===== src/rtl/tetris_pkg.sv =====
// Shared board geometry, coordinate widths and line-clear FSM encoding.
// Used by line_clear_ctrl and its testbench.
package tetris_pkg;

   localparam int BOARD_W = 10;
   localparam int BOARD_H = 20;
   localparam int BX_W    = 4;
   localparam int BY_W    = 5;
   localparam int ROW_W   = 6;

   typedef enum logic [2:0] {
      S_IDLE,
      S_READ,
      S_EVAL,
      S_COPY,
      S_FILL,
      S_DONE
   } lcc_state_t;

   typedef logic signed [ROW_W-1:0] row_t;

   // Where to go once the source row pointer has moved up one row.
   function automatic lcc_state_t next_row_state(
      input row_t s,
      input row_t d
   );
      lcc_state_t n;
      if (!s[ROW_W-1])
         n = S_READ;
      else if (!d[ROW_W-1])
         n = S_FILL;
      else
         n = S_DONE;
      return n;
   endfunction

endpackage


===== src/rtl/line_clear_ctrl.sv =====
// Post-lock line clear: scans rows bottom-up, drops full rows,
// compacts the rest downward and zero-fills the top.
module line_clear_ctrl
   import tetris_pkg::*;
#(
   parameter int BOARD_W = 10,
   parameter int BOARD_H = 20
) (
   input  logic            CLOCK_50,
   input  logic            reset,
   input  logic            start,
   input  logic [BX_W-1:0] gl_rx,
   input  logic [BY_W-1:0] gl_ry,
   input  logic            gl_we,
   input  logic [BX_W-1:0] gl_wx,
   input  logic [BY_W-1:0] gl_wy,
   input  logic            gl_wdata,
   input  logic            board_rdata,
   output logic [BX_W-1:0] board_rx,
   output logic [BY_W-1:0] board_ry,
   output logic            board_we,
   output logic [BX_W-1:0] board_wx,
   output logic [BY_W-1:0] board_wy,
   output logic            board_wdata,
   output logic            busy,
   output logic            done,
   output logic [4:0]      lines_cleared
);

   localparam logic [BX_W-1:0] X_LAST = BX_W'(BOARD_W - 1);
   localparam logic [BX_W-1:0] X_END  = BX_W'(BOARD_W);
   localparam row_t            ROW_BOT = ROW_W'(BOARD_H - 1);
   localparam row_t            ONE     = 6'sd1;

   lcc_state_t         state;
   row_t               src;
   row_t               dst;
   logic [BX_W-1:0]    x;
   logic [BOARD_W-1:0] rowbuf;
   logic [4:0]         cnt;

   always_ff @(posedge CLOCK_50) begin
      if (reset) begin
         state  <= S_IDLE;
         src    <= '0;
         dst    <= '0;
         x      <= '0;
         rowbuf <= '0;
         cnt    <= '0;
      end else begin
         unique case (state)
            S_IDLE: begin
               if (start) begin
                  src   <= ROW_BOT;
                  dst   <= ROW_BOT;
                  cnt   <= '0;
                  x     <= '0;
                  state <= S_READ;
               end
            end
            S_READ: begin
               // RAM data trails the address by one cycle
               if (x != '0)
                  rowbuf[BX_W'(x - 4'd1)] <= board_rdata;
               if (x == X_END) begin
                  x     <= '0;
                  state <= S_EVAL;
               end else begin
                  x <= x + 4'd1;
               end
            end
            S_EVAL: begin
               if (&rowbuf) begin
                  cnt   <= cnt + 5'd1;
                  src   <= src - ONE;
                  state <= next_row_state(src - ONE, dst);
               end else if (src != dst) begin
                  state <= S_COPY;
               end else begin
                  src   <= src - ONE;
                  dst   <= dst - ONE;
                  state <= next_row_state(src - ONE, dst - ONE);
               end
            end
            S_COPY: begin
               if (x == X_LAST) begin
                  x     <= '0;
                  src   <= src - ONE;
                  dst   <= dst - ONE;
                  state <= next_row_state(src - ONE, dst - ONE);
               end else begin
                  x <= x + 4'd1;
               end
            end
            S_FILL: begin
               if (x == X_LAST) begin
                  x <= '0;
                  if (dst == '0)
                     state <= S_DONE;
                  else
                     dst <= dst - ONE;
               end else begin
                  x <= x + 4'd1;
               end
            end
            S_DONE: begin
               state <= S_IDLE;
            end
            default: begin
               state <= S_IDLE;
            end
         endcase
      end
   end

   always_comb begin
      board_rx    = gl_rx;
      board_ry    = gl_ry;
      board_we    = gl_we;
      board_wx    = gl_wx;
      board_wy    = gl_wy;
      board_wdata = gl_wdata;
      if (state != S_IDLE) begin
         board_rx    = '0;
         board_ry    = src[BY_W-1:0];
         board_we    = 1'b0;
         board_wx    = x;
         board_wy    = dst[BY_W-1:0];
         board_wdata = 1'b0;
      end
      unique case (state)
         S_READ: begin
            if (x < X_END)
               board_rx = x;
         end
         S_COPY: begin
            board_we    = 1'b1;
            board_wdata = rowbuf[x];
         end
         S_FILL: begin
            board_we = 1'b1;
         end
         default: ;
      endcase
   end

   assign busy          = (state != S_IDLE);
   assign done          = (state == S_DONE);
   assign lines_cleared = cnt;

endmodule


===== config.mk =====
export PLATFORM = sky130hd
export DESIGN_NAME = line_clear_ctrl
export DESIGN_NICKNAME = d
export VERILOG_FILES = /design/src/rtl/tetris_pkg.sv /design/src/rtl/line_clear_ctrl.sv
export SDC_FILE = /design/constraint.sdc
export NUM_CORES = 1
export LEC_CHECK = 0
export BUFFER_PORTS_ARGS = -buffer_cell sky130_fd_sc_hd__buf_2
export CAP_MARGIN = 20
export CORE_ASPECT_RATIO = 0.75
export CORE_UTILIZATION = 40
export CTS_CLUSTER_DIAMETER = 30
export DETAILED_ROUTE_END_ITERATION = 10
export MAX_ROUTING_LAYER = met4
export PLACE_DENSITY = 0.63
export SLEW_MARGIN = 20
export SYNTH_ARGS = -nofsm -noshare
export SYNTH_HDL_FRONTEND = slang
export SYNTH_SLANG_ARGS = --single-unit
export TNS_END_PERCENT = 5

===== constraint.sdc =====
create_clock -name CLOCK_50 -period 2.62 [get_ports CLOCK_50]
set_input_delay 0.262 -clock CLOCK_50 [delete_from_list [all_inputs] [get_ports CLOCK_50]]
set_output_delay 0.262 -clock CLOCK_50 [all_outputs]
set_load 0.1 [all_outputs]

==> out/results.txt <==
Full die area -> 6190 sq um
ANT nets after route -> 0
Clock sink total -> 34
Initial Util -> 42.7%
Placeable Area -> 5500 sq um
Height of the die -> 68.4 um
Iter 0 DRT Violations -> 169
CTS tree -> done
Root Buffer Master -> clkbuf_8
Synth warn -> 0
Largest net degree at the start of global routing -> 29
Outcome -> complete, no violations
Drt wl/cell -> 14.8 um
Reg clk slew, reported paths -> 0.07 ns
Clock buffers created by TritonCTS -> 5
Critical Path Start Type -> flip-flop
Max-slew violations -> 0
Syn_area_per_cell -> 7.37 sq um
Slew margin rel. -> 57.3%
Most common cell after layout, fill and taps aside -> nand2_1
CP Cell Sequence -> mux4_2, a22oi_1, o31ai_1, a32o_1, buf_2
IO buf count -> 50
DPL Wire Length -> 4880 um
Main area contributors after synthesis -> dfxtp_1 29%, nand2_1 9.1%, a21oi_1 6.2%
Layout Nets -> 394
Drt first pass iters -> 4
RSZ-0062 raised after global routing -> false
CP Capture Type -> primary output
Die width -> 90.5 um
Rows -> 23
Worst slew pin tran -> 0.637 ns
Power per cell area -> 1380 nW/um^2
Worst path max stage delay -> 0.57 ns
Cts hold-fix bufs -> 0
Cell count after synthesis -> 319
Final hold vios -> 0
Global placement routability congestion -> 0.876
Setup_tns -> 0 ns
Max Fclk -> 407 MHz
Ports -> 51
First-pass GRT wire length -> 10700 um
Vias in the first global route -> 2177
Syn nets -> 346
Critical path arrival -> 2.20 ns
Remaining Overflow, GRT -> 0
Synth Flop Type -> dfxtp_1
Minimum clock period -> 2.46 ns
Via total after detailed routing -> 2580
Number of synthesized flops with an enable pin -> 0
Final wirelength -> 6560 um
# fillers -> 539
Antenna Cells -> 0
CP Class -> reg -> out
Peak supply drop -> 0.402 mV
Post-Syn Area -> 2350 sq um
Tightest Hold Check Type -> in -> reg
Layout cells sized above 1 -> 23.1%
Area leader, netlist -> dfxtp_1
Leakage power -> 1.19 nW
Htree depth -> 2
Area Growth Syn to Fin -> 23.1%
CTS max path bufs -> 2
Worst EP required -> 2.36 ns
Sequential-to-total area share from yosys stat -> 29.0%
Slowest-stage cell, CP -> dfxtp_1
Share of flip-flops with an asynchronous set or reset -> 0%
Most frequent cells in the layout -> 57 x nand2_1, 46 x buf_2, 33 x dfxtp_1
Post-synthesis register bit count -> 34
Top-area cell type share of the netlist area -> 29.0%
Worst Path Buf+Inv -> 1
Clock skew -> 0.00481 ns
Delay-heaviest family, CP -> flip-flops
Final period utilization -> 93.8%
Routed vias/inst -> 5.82
Setup violations, final -> 0
Yosys cell types -> 58
Latest clock arrival within the worst-skew pair -> 0.30 ns
Max Cap Viol -> 0
DRC -> 0
Critical-path maximum fanout -> 13
Tot Pwr -> 0.00399 W
Initial antenna violation count -> 0
Total track usage -> 22.9%
## kinds of logic (layout without fill, tap and decap cells)
family	after synthesis	count (layout)	share of synthesized area (%)
compound gates	83	83	22.7
xor+xnor	9	9	3.35
fa+ha+maj	3	3	1.60
buf+inv	33	82	5.54
flops	34	34	29.0
mux	10	10	5.32
simple gates	147	147	32.5
## worst min-delay path: stages
cell	delay, ns
buf_2	0.16
nand2_1	0.07
a21oi_1	0.05
## path summary, 6_finish.rpt
check,from,endpoint,slack (ns),cells after the start
worst min-delay path,board_rdata,rowbuf[2],0.30,3
worst min register to register,lines_cleared[4],lines_cleared[4],0.48,2
worst max register to register,x[0],dst[5],0.34,6
worst max-delay path,x[1],board_wdata,0.16,5
## where the power goes
group	switching, W	internal, W	total (W)
Clock	0.000202	0.000265	0.000467
Combinational	0.00203	0.000719	0.00275
Sequential	0.000171	0.000599	0.000769
Total	0.00240	0.00158	0.00399
## routing by layer
metal  track usage, %  share of wire (%)
met1             31.3                 49
met2             33.1                 40
met3             4.89                9.3
met4             8.47                1.4
met5                -                  0
## flip-flops by register name (all words and copies together) (netlist names)
signal         cells
rowbuf            10
dst                6
src                6
lines_cleared      5
x                  4
state              3
## synth_stat cells (all sizes together) (6+ instances only)
master	number
a21oi	29
clkbuf	19
dfxtp	34
inv	11
mux2i	8
nand2	57
nand3	13
nand4	6
nor2	23
nor3	10
o21ai	23
or3	7
xor2	7
## area by class of cell
class / instances / area, sq um / area share [%]
clock buffer: 8 / 110 / 3.81
multi-input combinational: 252 / 1540 / 53.4
sequential: 34 / 682 / 23.6
timing repair buffer: 63 / 420 / 14.5
inverter: 11 / 41.3 / 1.43
tap: 75 / 93.8 / 3.25
## per-stage QoR
step	hold WS, ns	cells	worst slack (ns)	utilization (%)	area, sq um
2_1_floorplan	0.449	319	-0.387	-	2350
3_3_place_gp	0.461	435	0.408	50.6	2780
3_5_place_dp	0.480	435	0.349	50.6	2780
4_1_cts	0.299	443	0.0879	52.6	2890
5_1_grt	0.313	443	0.0510	52.6	2890
6_report	0.302	443	0.162	52.6	2890
## repair_timing
| item | CTS | global route |
|---|---|---|
| setup endpoints to repair | 0 | 10 |
| buffers inserted | 0 | 0 |
| gates resized for setup | 0 | 1 |
Power figures use the tool's default switching activity.
